### config.mk
export PLATFORM = sky130hd
export DESIGN_NAME = alu_ctl_sequencer_flat
export DESIGN_NICKNAME = d
export VERILOG_FILES = /design/src/rtl/alu_ctl_sequencer_pkg.sv /design/src/rtl/alu_ctl_sequencer_if.sv /design/src/rtl/alu_ctl_sequencer_fifo.sv /design/src/rtl/alu_ctl_sequencer.sv /design/src/flat_wrapper.sv
export SDC_FILE = /design/constraint.sdc
export NUM_CORES = 1
export LEC_CHECK = 0
export ABC_AREA = 0
export CORE_MARGIN = 2
export CORE_UTILIZATION = 50
export DETAILED_ROUTE_END_ITERATION = 6
export HOLD_SLACK_MARGIN = 0.02
export PLACE_DENSITY = 0.71
export SETUP_SLACK_MARGIN = 0.05
export SLEW_MARGIN = 15
export SYNTH_ARGS = -nofsm -noshare
export SYNTH_HDL_FRONTEND = slang
export SYNTH_SLANG_ARGS = --single-unit
export TNS_END_PERCENT = 20
### constraint.sdc
create_clock -name clk -period 6.1 [get_ports clk]
set_input_delay 0.915 -clock clk [delete_from_list [all_inputs] [get_ports clk]]
set_output_delay 0.915 -clock clk [all_outputs]
set_load 0.01 [all_outputs]
### src/rtl/alu_ctl_sequencer_pkg.sv
// alu_ctl_pkg: opcodes, mux selects, control beat type and base-op decode for the ALU control sequencer
package alu_ctl_pkg;
  localparam logic [2:0] OP_ADD  = 3'd0;
  localparam logic [2:0] OP_SUB  = 3'd1;
  localparam logic [2:0] OP_XOR  = 3'd2;
  localparam logic [2:0] OP_SLT  = 3'd3;
  localparam logic [2:0] OP_AND  = 3'd4;
  localparam logic [2:0] OP_NAND = 3'd5;
  localparam logic [2:0] OP_NOR  = 3'd6;
  localparam logic [2:0] OP_OR   = 3'd7;
  localparam int COMPOUND_BIT = 3;
  localparam logic [2:0] MUX_ADDSUB = 3'd0;
  localparam logic [2:0] MUX_XOR    = 3'd1;
  localparam logic [2:0] MUX_SLT    = 3'd2;
  localparam logic [2:0] MUX_AND    = 3'd3;
  localparam logic [2:0] MUX_OR     = 3'd4;
  typedef struct packed {
    logic [2:0] muxindex;
    logic       invertB;
    logic       setFlag;
    logic       secondaryOperation;
  } ctl_beat_t;
  typedef enum logic [1:0] {IDLE, BEAT1, BEAT2} seq_state_t;
  function automatic ctl_beat_t op_decode(input logic [2:0] base_op);
    case (base_op)
      OP_ADD:  return '{MUX_ADDSUB, 1'b0, 1'b1, 1'b0};
      OP_SUB:  return '{MUX_ADDSUB, 1'b1, 1'b1, 1'b0};
      OP_XOR:  return '{MUX_XOR,    1'b0, 1'b0, 1'b0};
      OP_SLT:  return '{MUX_SLT,    1'b1, 1'b0, 1'b0};
      OP_AND:  return '{MUX_AND,    1'b0, 1'b0, 1'b0};
      OP_NAND: return '{MUX_AND,    1'b0, 1'b0, 1'b1};
      OP_NOR:  return '{MUX_OR,     1'b0, 1'b0, 1'b1};
      default: return '{MUX_OR,     1'b0, 1'b0, 1'b0};
    endcase
  endfunction
endpackage

### src/rtl/alu_ctl_sequencer_if.sv
// alu_ctl_sequencer_if: command and control-beat handshake bundle between issue logic, sequencer and datapath
interface alu_ctl_sequencer_if #(
  parameter int DEPTH = 4,
  parameter int TAG_W = 4
);
  logic                     cmd_valid;
  logic                     cmd_ready;
  logic [3:0]               ALUCommand;
  logic                     ctl_valid;
  logic                     ctl_ready;
  logic [2:0]               muxindex;
  logic                     invertB;
  logic                     setFlag;
  logic                     secondaryOperation;
  logic                     ctl_last;
  logic [TAG_W-1:0]         ctl_tag;
  logic [$clog2(DEPTH):0]   fifo_count;
  modport master (
    output cmd_valid, ALUCommand, ctl_ready,
    input  cmd_ready, ctl_valid, muxindex, invertB, setFlag, secondaryOperation, ctl_last, ctl_tag, fifo_count
  );
  modport slave (
    input  cmd_valid, ALUCommand, ctl_ready,
    output cmd_ready, ctl_valid, muxindex, invertB, setFlag, secondaryOperation, ctl_last, ctl_tag, fifo_count
  );
endinterface

### src/rtl/alu_ctl_sequencer_fifo.sv
// alu_ctl_fifo: synchronous-write command FIFO with occupancy count and combinational head read
module alu_ctl_fifo #(
  parameter int DEPTH = 4,
  parameter int WIDTH = 8
) (
  input  logic                   clk,
  input  logic                   reset,
  input  logic                   push,
  input  logic [WIDTH-1:0]       din,
  input  logic                   pop,
  output logic [WIDTH-1:0]       dout,
  output logic [$clog2(DEPTH):0] count,
  output logic                   full,
  output logic                   empty
);
  localparam int AW = $clog2(DEPTH);
  logic [WIDTH-1:0] mem [DEPTH];
  logic [AW-1:0] wr_q, wr_d, rd_q, rd_d;
  logic [AW:0] count_q, count_d;
  assign dout  = mem[rd_q];
  assign count = count_q;
  assign full  = count_q == (AW+1)'(DEPTH);
  assign empty = count_q == '0;
  // pointers wrap naturally since DEPTH is a power of two
  always_comb begin
    wr_d    = push ? wr_q + 1'b1 : wr_q;
    rd_d    = pop ? rd_q + 1'b1 : rd_q;
    count_d = count_q + (AW+1)'(push) - (AW+1)'(pop);
  end
  // pointer and occupancy state, cleared asynchronously
  always_ff @(posedge clk or posedge reset) begin
    if (reset) begin
      wr_q    <= '0;
      rd_q    <= '0;
      count_q <= '0;
    end else begin
      wr_q    <= wr_d;
      rd_q    <= rd_d;
      count_q <= count_d;
    end
  end
  // storage needs no reset: only slots behind the write pointer are ever read
  always_ff @(posedge clk) begin
    if (push) mem[wr_q] <= din;
  end
endmodule

### src/rtl/alu_ctl_sequencer.sv
// alu_ctl_sequencer: buffers ALU commands and emits registered control beats; ALU_CTL_PERF_EN adds beat/stall counters
module alu_ctl_sequencer
  import alu_ctl_pkg::*;
#(
  parameter int DEPTH = 4,
  parameter int TAG_W = 4
) (
  input  logic clk,
  input  logic reset,
  alu_ctl_sequencer_if.slave bus
`ifdef ALU_CTL_PERF_EN
  ,
  output logic [31:0] beat_count,
  output logic [31:0] stall_count
`endif
);
  localparam int CW = $clog2(DEPTH) + 1;
  logic push, pop, full, empty, hs;
  logic [TAG_W+3:0] head;
  logic [CW-1:0] count;
  seq_state_t state_q, state_d;
  ctl_beat_t beat_q, beat_d;
  logic valid_q, valid_d, last_q, last_d;
  logic [TAG_W-1:0] tag_q, tag_d, tagc_q, tagc_d;
  logic [2:0] pend_q, pend_d;
  assign push = bus.cmd_valid && !full;
  assign hs   = valid_q && bus.ctl_ready;
  // refill the output register when idle or when the final beat of a command retires
  assign pop  = !empty && (state_q == IDLE || (hs && last_q));
  assign bus.cmd_ready          = !full;
  assign bus.fifo_count         = count;
  assign bus.ctl_valid          = valid_q;
  assign bus.muxindex           = beat_q.muxindex;
  assign bus.invertB            = beat_q.invertB;
  assign bus.setFlag            = beat_q.setFlag;
  assign bus.secondaryOperation = beat_q.secondaryOperation;
  assign bus.ctl_last           = last_q;
  assign bus.ctl_tag            = tag_q;
  alu_ctl_fifo #(.DEPTH(DEPTH), .WIDTH(4 + TAG_W)) u_fifo (
    .clk   (clk),
    .reset (reset),
    .push  (push),
    .din   ({tagc_q, bus.ALUCommand}),
    .pop   (pop),
    .dout  (head),
    .count (count),
    .full  (full),
    .empty (empty)
  );
  // next beat: new command from the FIFO, second half of a compound, or drop to idle with zeroed outputs
  always_comb begin
    tagc_d  = push ? tagc_q + 1'b1 : tagc_q;
    state_d = state_q;
    beat_d  = beat_q;
    valid_d = valid_q;
    last_d  = last_q;
    tag_d   = tag_q;
    pend_d  = pend_q;
    if (pop) begin
      state_d = BEAT1;
      valid_d = 1'b1;
      tag_d   = head[TAG_W+3:4];
      pend_d  = head[2:0];
      last_d  = !head[COMPOUND_BIT];
      beat_d  = op_decode(head[COMPOUND_BIT] ? OP_SUB : head[2:0]);
    end else if (hs && !last_q) begin
      state_d = BEAT2;
      beat_d  = op_decode(pend_q);
      last_d  = 1'b1;
    end else if (hs) begin
      state_d = IDLE;
      valid_d = 1'b0;
      beat_d  = '0;
      last_d  = 1'b0;
      tag_d   = '0;
    end
  end
  // registered FSM state and control outputs; reset aborts any in-flight command
  always_ff @(posedge clk or posedge reset) begin
    if (reset) begin
      state_q <= IDLE;
      beat_q  <= '0;
      valid_q <= 1'b0;
      last_q  <= 1'b0;
      tag_q   <= '0;
      tagc_q  <= '0;
      pend_q  <= '0;
    end else begin
      state_q <= state_d;
      beat_q  <= beat_d;
      valid_q <= valid_d;
      last_q  <= last_d;
      tag_q   <= tag_d;
      tagc_q  <= tagc_d;
      pend_q  <= pend_d;
    end
  end
`ifdef ALU_CTL_PERF_EN
  logic [31:0] beat_cnt_q, beat_cnt_d, stall_cnt_q, stall_cnt_d;
  assign beat_count  = beat_cnt_q;
  assign stall_count = stall_cnt_q;
  // saturating counters of retired beats and backpressured cycles
  always_comb begin
    beat_cnt_d  = (hs && ~&beat_cnt_q) ? beat_cnt_q + 1'b1 : beat_cnt_q;
    stall_cnt_d = (valid_q && !bus.ctl_ready && ~&stall_cnt_q) ? stall_cnt_q + 1'b1 : stall_cnt_q;
  end
  // performance counter state
  always_ff @(posedge clk or posedge reset) begin
    if (reset) begin
      beat_cnt_q  <= '0;
      stall_cnt_q <= '0;
    end else begin
      beat_cnt_q  <= beat_cnt_d;
      stall_cnt_q <= stall_cnt_d;
    end
  end
`endif
endmodule

### src/flat_wrapper.sv
// flat-port wrapper written by rule: the top's interface ports become plain ports
module alu_ctl_sequencer_flat import alu_ctl_pkg::*;
#(
  parameter int DEPTH = 4,
  parameter int TAG_W = 4
)
  (clk, reset, bus_cmd_valid, bus_ALUCommand, bus_ctl_ready, bus_cmd_ready, bus_ctl_valid, bus_muxindex, bus_invertB, bus_setFlag, bus_secondaryOperation, bus_ctl_last, bus_ctl_tag, bus_fifo_count);
  alu_ctl_sequencer_if #(.DEPTH(DEPTH), .TAG_W(TAG_W)) bus_i ();
  input  logic clk;
  input  logic reset;
  input wire logic [$bits(bus_i.cmd_valid)-1:0] bus_cmd_valid;
  input wire logic [$bits(bus_i.ALUCommand)-1:0] bus_ALUCommand;
  input wire logic [$bits(bus_i.ctl_ready)-1:0] bus_ctl_ready;
  output wire logic [$bits(bus_i.cmd_ready)-1:0] bus_cmd_ready;
  output wire logic [$bits(bus_i.ctl_valid)-1:0] bus_ctl_valid;
  output wire logic [$bits(bus_i.muxindex)-1:0] bus_muxindex;
  output wire logic [$bits(bus_i.invertB)-1:0] bus_invertB;
  output wire logic [$bits(bus_i.setFlag)-1:0] bus_setFlag;
  output wire logic [$bits(bus_i.secondaryOperation)-1:0] bus_secondaryOperation;
  output wire logic [$bits(bus_i.ctl_last)-1:0] bus_ctl_last;
  output wire logic [$bits(bus_i.ctl_tag)-1:0] bus_ctl_tag;
  output wire logic [$bits(bus_i.fifo_count)-1:0] bus_fifo_count;
  assign bus_i.cmd_valid = bus_cmd_valid;
  assign bus_i.ALUCommand = bus_ALUCommand;
  assign bus_i.ctl_ready = bus_ctl_ready;
  assign bus_cmd_ready = bus_i.cmd_ready;
  assign bus_ctl_valid = bus_i.ctl_valid;
  assign bus_muxindex = bus_i.muxindex;
  assign bus_invertB = bus_i.invertB;
  assign bus_setFlag = bus_i.setFlag;
  assign bus_secondaryOperation = bus_i.secondaryOperation;
  assign bus_ctl_last = bus_i.ctl_last;
  assign bus_ctl_tag = bus_i.ctl_tag;
  assign bus_fifo_count = bus_i.fifo_count;
  alu_ctl_sequencer #(.DEPTH(DEPTH), .TAG_W(TAG_W)) u_core (.clk(clk), .reset(reset), .bus(bus_i));
endmodule
==> flow_metrics.env <==
export IMPL_hold_viol_final=0
export IMPL_slew_viol_final=0
export IMPL_rows=26
export IMPL_clkTransAtPathRegs_ns=0.06
export IMPL_p_seq_share_pct=42.6
export IMPL_arrival_ns=3.54
export IMPL_final_common_cell="edfxtp_1"
export IMPL_p_leak_uw=0.00118
export IMPL_worst_slew_pin_slew_ns=0.831
export IMPL_drc_errors=0
export IMPL_grt_usage_pct=17.0
export IMPL_status="finished, final reports clean"
export IMPL_ys_seq_elements=60
export IMPL_coreArea_um2=5040
export IMPL_cts_resized_gates=0
export IMPL_critPathKind="in -> reg"
export IMPL_crit_path_top_delay_cell="a21oi_2"
export IMPL_fin_area_um2=3060
export IMPL_yosys_warnings=0
export IMPL_ios=24
export IMPL_chipHeight_um=76.0
export IMPL_min_path_type="reg -> reg"
export IMPL_finalPower_uw=1690
export IMPL_crit_fanout=17
export IMPL_period_needed_ns=3.29
export IMPL_maxCapViolCount=0
export IMPL_synth_main_ff_cell="edfxtp_1"
export IMPL_dr_pass1_iters=5
export IMPL_clkSinkCount=60
export IMPL_drive_gt1_share_pct=11.6
export IMPL_ir_drop_v=0.000255
export IMPL_synth_edf_count=32
export IMPL_p_per_area_nw_per_um2=554
export IMPL_grt_pass1_vias=1485
export IMPL_cts_root_buf="clkbuf_8"
export IMPL_synth_cell_types=42
export IMPL_fmax_mhz=304
export IMPL_fillerInstances=394
export IMPL_antenna_found_initial=0
export IMPL_async_flop_share_pct=46.7
export IMPL_path_buf_inv=3
export IMPL_dpl_cell_area_um2=2850
export IMPL_nets=210
export IMPL_place_hpwl_um=2970
export IMPL_regArea_um2=1660
export IMPL_die_w_um=76.0
export IMPL_crit_family="adder cells"
export IMPL_most_common_layout_cells="32 x edfxtp_1, 28 x dfrtp_1, 23 x clkdlybuf4s50_1"
export IMPL_finalWeightedCongestion=0.856
export IMPL_max_stage_delay_ns=0.65
export IMPL_grt_overflow=0
export IMPL_fin_hold_ws_ns=0.483
export IMPL_clkLatencyLatePin_ns=0.34
export IMPL_start_util_pct=51.4
export IMPL_cts_tree="done"
export IMPL_io_buffers=23
export IMPL_sw_frac_of_total_pct=33.2
export IMPL_cp_required_ns=6.35
export IMPL_wirelength_um=4400
export IMPL_tns_ns=0
export IMPL_dr_total_vias=1417
export IMPL_wire_per_inst_um=16.4
export IMPL_rsz0062_at_grt="false"
export IMPL_period_share_pct=53.9
export IMPL_finClkSkew_ns=0.00828
export IMPL_die_area_um2=5770
export IMPL_setup_viol=0
export IMPL_end_kind="flip-flop"
export IMPL_cts_hold_buffers=0
export IMPL_internal_power_uw=1130
export IMPL_syn_avg_cell_area_um2=15.5
export IMPL_cp_start_kind="input pin"
export IMPL_power_switching_uw=562
export IMPL_multi_input_area_um2=841
export IMPL_grt_start_max_net_pins=29
export IMPL_diodes=0
export IMPL_ant_nets=0
export IMPL_synth_seq_area_share_pct=64.1
export IMPL_critical_path_cell_chain="clkdlybuf4s50_1 > nand3_1 > a21oi_2 > ha_1 > inv_1 > ha_1 > inv_1 > fa_1 > xnor2_1 > xnor2_1"
export IMPL_syn_area_um2=2590
export IMPL_clkPwrFrac_pct=22.3
export IMPL_via_per_inst=5.27
export IMPL_htreeDepth=3
export IMPL_postCtsSetupBuffers=0
export IMPL_first_iter_violations=88
export IMPL_combinationalPowerShare_pct=35.1
export IMPL_syn_nets=183
export IMPL_ctsLongestPathBuffers=2
export IMPL_numCtsBuffers=9
export IMPL_max_slew_margin_pct=44.4
export IMPL_grt_pass1_wl_um=7430
export IMPL_syn_inst=167
export IMPL_syn_to_final_growth_pct=18.1
-- worst register-to-register path: stages, from the launching register on --
cell     delay (ns)
dfrtp_1        0.54
nand3_1        0.24
a21oi_2        0.65
ha_1           0.36
inv_1          0.05
ha_1           0.13
inv_1          0.05
fa_1           0.37
xnor2_1        0.18
xnor2_1        0.15
-- per-stage QoR --
stage               worst slack, ns  utilization [%]  std cells
floorplan                      3.29                -        167
global placement               2.45             56.6        253
detailed placement             2.24             56.6        253
CTS                            2.59             60.7        269
global route                   2.60             60.7        269
finish                         2.81             60.7        269
-- path summary, 6_finish.rpt --
kind | end | slack, ns | depth (start not counted) | from
setup / recovery | u_core.u_fifo.count[2] | 2.81 | 10 | bus_ctl_ready
hold reg to reg | u_core.state_q[0] | 0.48 | 1 | u_core.state_q[0]
min in group asynchronous | u_core.state_q[1] | 0.97 | 2 | reset
max in group asynchronous | u_core.tagc_q[3] | 4.73 | 2 | reset
setup reg to reg | u_core.u_fifo.count[2] | 3.28 | 9 | u_core.bus.ctl_last
hold / removal | u_core.state_q[0] | 0.48 | 1 | u_core.state_q[0]
-- layer usage --
| layer | track usage, % | part of all wire, % | vias to the layer above |
|---|---|---|---|
| li1 | - | - | 676 |
| met1 | 21.9 | 47 | 713 |
| met2 | 26.4 | 49 | 24 |
| met3 | 6.16 | 2.8 | 4 |
| met4 | 7.09 | 1.5 | 0 |
| met5 | 0 | 0 | - |
-- cell type report --
cell class | instances | area share [%]
well taps | 70 | 2.86
repair buffers | 23 | 7.53
multi-input cells | 91 | 27.5
flip-flops and latches | 60 | 54.3
clock buffers | 9 | 4.05
clock inverters | 7 | 2.66
inverters | 9 | 1.10
-- cell usage after synthesis, types with 4 or more instances --
library cell	instances	area, um^2
nand3b_1	4	30.0
inv_1	9	33.8
xnor2_1	9	78.8
nand2_1	8	30.0
edfxtp_1	32	961
a21oi_1	4	20.0
a21o_1	4	30.0
dfrtp_1	28	701
a22o_1	4	35.0
o21ai_0	6	30.0
mux4_1	7	184
ha_1	7	87.6
and2_1	5	31.3
-- kinds of logic after synthesis --
family                     share of synthesized area [%]
AOI/OAI and AO/OA                                   8.74
xor gates and xnor gates                            3.72
adders and majority gates                           4.15
buffers and inverters                               3.43
DFF                                                 64.1
muxes                                               9.27
and+or+nand+nor                                     6.57
-- registers in the layout, summed over array words and instances, names as in the netlist --
register / flops
u_core.bus.secondaryOperation: 1
u_core.bus.ctl_tag: 4
u_core.tagc_q: 4
u_core.u_fifo.wr_q: 2
u_core.bus.muxindex: 3
u_core.u_fifo.mem: 32
u_core.bus.setFlag: 1
u_core.bus.invertB: 1
u_core.state_q: 2
u_core.u_fifo.count: 3
u_core.bus.ctl_last: 1
u_core.pend_q: 3
u_core.bus.ctl_valid: 1
u_core.u_fifo.rd_q: 2
-- power groups by stage --
| stage | sequential [uW] | clock (uW) | combinational (uW) |
|---|---|---|---|
| after floorplan | 694 | 0 | 446 |
| after global routing | 746 | 403 | 662 |
| after CTS | 725 | 381 | 604 |
| after global placement | 718 | 0 | 574 |
| final | 722 | 377 | 595 |
| after detailed placement | 731 | 0 | 601 |
No activity file was read; power rests on OpenSTA's default activity.
